## src/rtl/lp_pipe_pkg.sv

```systemverilog
// Shared definitions for the low-power pipe result path: default ID width,
// error-cause encodings and the ceil-log2 helper used to size counters.
package lp_pipe_pkg;

    localparam int LP_ID_WIDTH = 3;

    typedef enum logic [1:0] {
        ERR_NONE = 2'd0,
        ERR_OVF  = 2'd1,
        ERR_UNF  = 2'd2
    } err_cause_t;

    // Smallest r with 2**r >= value; clog2(1) = 0.
    function automatic int clog2(input int value);
        int r;
        int v;
        r = 0;
        v = 1;
        while (v < value) begin
            v = v * 2;
            r = r + 1;
        end
        return r;
    endfunction

endpackage

```

## src/rtl/lp_pipe_result_ram.sv

```systemverilog
// Result storage: depth x width register array, synchronous write,
// asynchronous read.
module lp_pipe_result_ram #(
    parameter int depth      = 4,
    parameter int width      = 19,
    parameter int addr_width = 2
) (
    input  logic                  clk,
    input  logic                  we,
    input  logic [addr_width-1:0] waddr,
    input  logic [width-1:0]      wdata,
    input  logic [addr_width-1:0] raddr,
    output logic [width-1:0]      rdata
);

    logic [width-1:0] mem [depth];

    // NOTE: storage has no reset; the count register alone decides which
    // slots are meaningful, so clearing the array would only cost flops.
    always_ff @(posedge clk) begin
        if (we) begin
            mem[waddr] <= wdata;
        end
    end

    assign rdata = mem[raddr];

endmodule

```

## src/rtl/lp_pipe_result_buf.sv

```systemverilog
// Result FIFO between the pipe manager and its consumer; accept_n stalls the
// pipe when full. Optional ID-sequence checker: LP_PIPE_RESULT_BUF_ID_CHECK_EN.
module lp_pipe_result_buf
    import lp_pipe_pkg::*;
#(
    parameter int data_width = 16,
    parameter int id_width   = LP_ID_WIDTH,
    parameter int depth      = 4,
    parameter int af_level   = 1,
    parameter int cnt_width  = clog2(depth + 1)
) (
    input  logic                  clk,
    input  logic                  rst_n,
    input  logic                  push_out_n,
    input  logic [id_width-1:0]   arrive_id,
    input  logic [data_width-1:0] data_in,
    output logic                  accept_n,
    input  logic                  pop_req_n,
    output logic [data_width-1:0] data_out,
    output logic [id_width-1:0]   id_out,
    output logic                  empty,
    output logic                  full,
    output logic                  almost_full,
    output logic [cnt_width-1:0]  count,
    output logic                  error,
    output logic                  id_err
);

    localparam int ptr_width   = clog2(depth);
    localparam int entry_width = id_width + data_width;

    logic [ptr_width-1:0]   wr_ptr;
    logic [ptr_width-1:0]   rd_ptr;
    logic [entry_width-1:0] head_entry;
    logic [entry_width-1:0] last_popped;
    logic                   push_eff;
    logic                   pop_eff;
    err_cause_t             err_cause;

    function automatic logic [ptr_width-1:0] ptr_inc(input logic [ptr_width-1:0] p);
        return (p == ptr_width'(depth - 1)) ? '0 : p + ptr_width'(1);
    endfunction

    // Every status flag is a pure decode of the count register, so accept_n
    // never depends on this cycle's push or pop request.
    assign empty       = (count == '0);
    assign full        = (count == cnt_width'(depth));
    assign almost_full = (depth - int'(count)) <= af_level;
    assign accept_n    = full;

    assign push_eff = !push_out_n && !full;
    assign pop_eff  = !pop_req_n && !empty;

    // A push held against a full buffer while the consumer drains is the
    // normal stall handshake, not an overflow.
    always_comb begin
        // NOTE: default first so every path assigns err_cause and no latch forms.
        err_cause = ERR_NONE;
        if (!pop_req_n && empty) begin
            err_cause = ERR_UNF;
        end else if (!push_out_n && full && pop_req_n) begin
            err_cause = ERR_OVF;
        end
    end

    // NOTE: non-blocking assignments keep every register reading pre-edge
    // values, independent of statement order.
    always_ff @(posedge clk) begin
        if (!rst_n) begin
            wr_ptr      <= '0;
            rd_ptr      <= '0;
            count       <= '0;
            error       <= 1'b0;
            last_popped <= '0;
        end else begin
            if (push_eff) begin
                wr_ptr <= ptr_inc(wr_ptr);
            end
            if (pop_eff) begin
                rd_ptr      <= ptr_inc(rd_ptr);
                last_popped <= head_entry;
            end
            count <= count + cnt_width'(push_eff) - cnt_width'(pop_eff);
            if (err_cause != ERR_NONE) begin
                error <= 1'b1;
            end
        end
    end

    lp_pipe_result_ram #(
        .depth      (depth),
        .width      (entry_width),
        .addr_width (ptr_width)
    ) u_ram (
        .clk   (clk),
        .we    (push_eff),
        .waddr (wr_ptr),
        .wdata ({arrive_id, data_in}),
        .raddr (rd_ptr),
        .rdata (head_entry)
    );

    // While empty the head shows the last popped result (zero after reset).
    assign {id_out, data_out} = empty ? last_popped : head_entry;

`ifdef LP_PIPE_RESULT_BUF_ID_CHECK_EN
    logic [id_width-1:0] exp_id;
    logic                id_err_q;

    always_ff @(posedge clk) begin
        if (!rst_n) begin
            exp_id   <= '0;
            id_err_q <= 1'b0;
        end else if (push_eff) begin
            if (arrive_id != exp_id) begin
                id_err_q <= 1'b1;
            end
            exp_id <= arrive_id + id_width'(1);
        end
    end

    assign id_err = id_err_q;
`else
    assign id_err = 1'b0;
`endif

endmodule

```

## config.mk

```make
export PLATFORM = sky130hd
export DESIGN_NAME = lp_pipe_result_buf
export DESIGN_NICKNAME = d
export VERILOG_FILES = /design/src/rtl/lp_pipe_pkg.sv /design/src/rtl/lp_pipe_result_ram.sv /design/src/rtl/lp_pipe_result_buf.sv
export SDC_FILE = /design/constraint.sdc
export NUM_CORES = 1
export LEC_CHECK = 0
export ABC_AREA = 1
export CAP_MARGIN = 30
export CORE_UTILIZATION = 40
export DETAILED_ROUTE_END_ITERATION = 10
export DONT_BUFFER_PORTS = 1
export SYNTH_ARGS = -nofsm -noshare
export SYNTH_HDL_FRONTEND = slang
export SYNTH_SLANG_ARGS = --single-unit
```

## constraint.sdc

```tcl
create_clock -name clk -period 3.4 [get_ports clk]
set_clock_uncertainty 0.15 [all_clocks]
set_input_delay 0.34 -clock clk [delete_from_list [all_inputs] [get_ports clk]]
set_output_delay 0.34 -clock clk [all_outputs]
set_load 0.02 [all_outputs]
```

==> run_results.csv <==
group,metric,value,unit
placement,buffer_ports.inserted,0,
timing,worst_slew_margin_rel,0.441,
worst_setup_path,critical_path_peak_fanout,5,
synth,synthesis.area_per_instance,11.7,um^2
min_path,holdPathStages,2,
clocking,clock_sink_count,105,
global_route,grt_pass1_vias,2594,
synth,syn_area,4680,um^2
timing,rsz0062_at_grt,"false",
min_path,timing.hold.worst_endpoint,"last_popped[6]",
clocking,cts.root.buffer_cell,"clkbuf_16",
routing,drt_via_density,4.92,
timing,finalMaxSlewViolations,0,
cells_and_area,drive_gt1_frac,0.309,
worst_setup_path,setup.worst_path.end_class,"register",
timing,fmaxAchievable,0.380,GHz
timing,finalCritPeriodShare,0.775,
min_path,hold_class,"input pin to register",
timing,count_of_final_setup_violators,0,
worst_setup_path,r2r-end,"count[2]",
power,static-leakage-power,1.94,nW
floorplanning,dieArea,12100,um^2
worst_setup_path,worst_setup_sp_type,"register",
synth,syn_inst,400,
routing,route.final.wire_length,8.84,mm
global_route,globalRouteOverflowTotal,0,
routing,detail_route.wl_per_cell,15.6,um
clocking,tritoncts.num_buffers,9,
cells_and_area,area_growth,12.9,%
cells_and_area,final_nets,452,
placement,post-place-cells,530,
floorplanning,die_height,110,um
synth,yosysSeqAreaShare,0.612,
timing,period_minus_slack,2.63,ns
synth,synth_largest_type_area_fraction,0.488,
worst_setup_path,worst_ep_arrival_time,2.73,ns
clocking,post_cts_sizing_count,0,
clocking,cts_tree,"built",
global_route,antenna_violations_before_repair,0,
cells_and_area,antenna_cells,0,
clocking,ctsHtreeMaxLevel,3,
synth,ranking_of_synthesized_cells_by_area,"edfxtp_1 49%, dfxtp_1 12%, nand2_1 6.3%",
worst_setup_path,crit_required,3.49,ns
floorplanning,die-width,110,um
timing,timing_worst_slew_pin_value,0.835,ns
synth,ys_ff_latch,105,
timing,final_hold_viol_count,0,
global_route,grt_usage,0.157,
synth,synth_largest_area_cell,"edfxtp_1",
synth,synth_cell_types,27,
clocking,clk_transition_reported_paths,0.07,ns
routing,drtAntennaViolNets,0,
run,maxCapViolations,0,
outcome,run_status,"complete, no violations",
floorplanning,io-pin-count,51,
cells_and_area,final_cells,567,
floorplanning,placement_rows,39,
synth,synthesis.nets,433,
clocking,worst_skew_pair.late_latency,0.34,ns
synth,yosys_warnings,0,
cells_and_area,final_common_cell,"nand2_1",
clocking,clockBufferDepth,2,
power,irDropWorstVdd,0.739,mV
power,power_per_cell_area,840,nW/um^2
routing,drt_pass1_iterations,4,
worst_setup_path,timing.setup.critical_path_class,"register to register",
routing,drt_first_iter_violations,96,
placement,globalplace.congestion,0.713,
floorplanning,core_area,11400,um^2
timing,fin_tns_setup,0,ns
global_route,grt_first_pass_wirelength,13.9,mm
worst_setup_path,ff2ff_path_depth,9,
global_route,grt_start_max_net_pins,41,
clocking,postCtsSetupRepairBufs,0,
cells_and_area,mostFrequentLayoutCells,"79 x nand2_1, 76 x edfxtp_1, 39 x nand2_2",
routing,via_count_of_the_routed_design,2788,
placement,detailed_place_hpwl,5.48,mm
worst_setup_path,ff2ff_setup_slack,0.77,ns
min_path,hold_path_startpoint,"rst_n",
routing,post-route-drc-count,0,
floorplanning,initial_utilization,0.410,
worst_setup_path,rr_startpoint,"count[1]",
==> routing by layer <==
metal / global-route usage / vias to the layer above / wire length [um] / part of all wire
met1: 0.201 / 1315 / 4100 / 0.46
li1: - / 1410 / - / -
met5: 0 / - / 0 / 0
met4: 0.0602 / 0 / 129 / 0.015
met2: 0.263 / 52 / 4310 / 0.49
met3: 0.0317 / 11 / 307 / 0.035
==> how the worst max path moves through the flow <==
stage	start	endpoint	slack, ns	cells past startpoint
after floorplan	count[1]	u_ram.mem[0][0]	0.72	5
after global routing	count[1]	count[2]	0.49	9
after CTS	count[1]	count[2]	0.72	9
after detailed placement	count[1]	count[2]	0.73	9
final	count[1]	count[2]	0.77	9
after global placement	count[1]	count[2]	0.82	9
==> timing repair <==
item / CTS / global route
endpoints found under the setup margin: 0 / 0
hold endpoints to repair: 99 / 0
hold buffers: 21 / 0
==> per-stage QoR <==
stage	setup slack, ns	total power (W)	util	hold slack, ns	area (um^2)
after detailed placement	0.733	0.00334	0.415	0.289	4740
after floorplan	0.722	0.00315	-	0.289	4680
after global placement	0.820	0.00331	0.415	0.288	4740
after CTS	0.725	0.00450	0.463	0.000985	5290
after global routing	0.486	0.00473	0.463	0.0105	5290
final	0.766	0.00444	0.463	0.00859	5290
==> where the power goes <==
part           internal [W]  switching, W  leakage [nW]
clock network      0.000687      0.000439         0.159
logic              0.000445       0.00113         0.845
registers           0.00159      0.000146         0.936
==> layout make-up <==
type,instances,area (um^2)
flip-flops and latches,105,2860
well taps,143,179
repair buffers,31,285
fillers,1031,6130
clock buffers,12,256
inverters,20,75.1
multi-input cells,252,1550
clock inverters,4,76.3
==> state kept, by name, summed over array words and instances, names as in the netlist, named ones only <==
name         cells
u_ram.mem       76
last_popped     19
count            3
rd_ptr           2
wr_ptr           2
error            1
==> Yosys cell counts (all sizes together) <==
cell type and instances:
nand3b 1, dfxtp 29, inv 20, clkbuf 1, conb 1, nand2 118
nor2 14, o211a 2, o21ai 44, nand3 38, buf 22, a21oi 21
o211ai 1, ha 9, xor2 2, fa 1, edfxtp 76
==> cells by family after synthesis <==
| logic type | after synthesis | share of synthesized area |
|---|---|---|
| and+or+nand+nor | 171 | 0.192 |
| DFF | 105 | 0.612 |
| AOI/OAI and AO/OA | 68 | 0.106 |
| buffers and inverters | 43 | 0.0577 |
| adders and majority gates | 10 | 0.0283 |
| xor gates and xnor gates | 2 | 0.00374 |
| other | 1 | 0.000801 |
==> worst max-delay path, cell delays in order, from the launching register on <==
cell,delay (ns)
dfxtp_1,0.53
nor2_1,0.15
ha_1,0.38
nor2_1,0.37
xor2_1,0.18
ha_1,0.16
inv_1,0.05
fa_1,0.37
xor2_1,0.14
nor2_1,0.05
(Power assumes the default switching activity.)
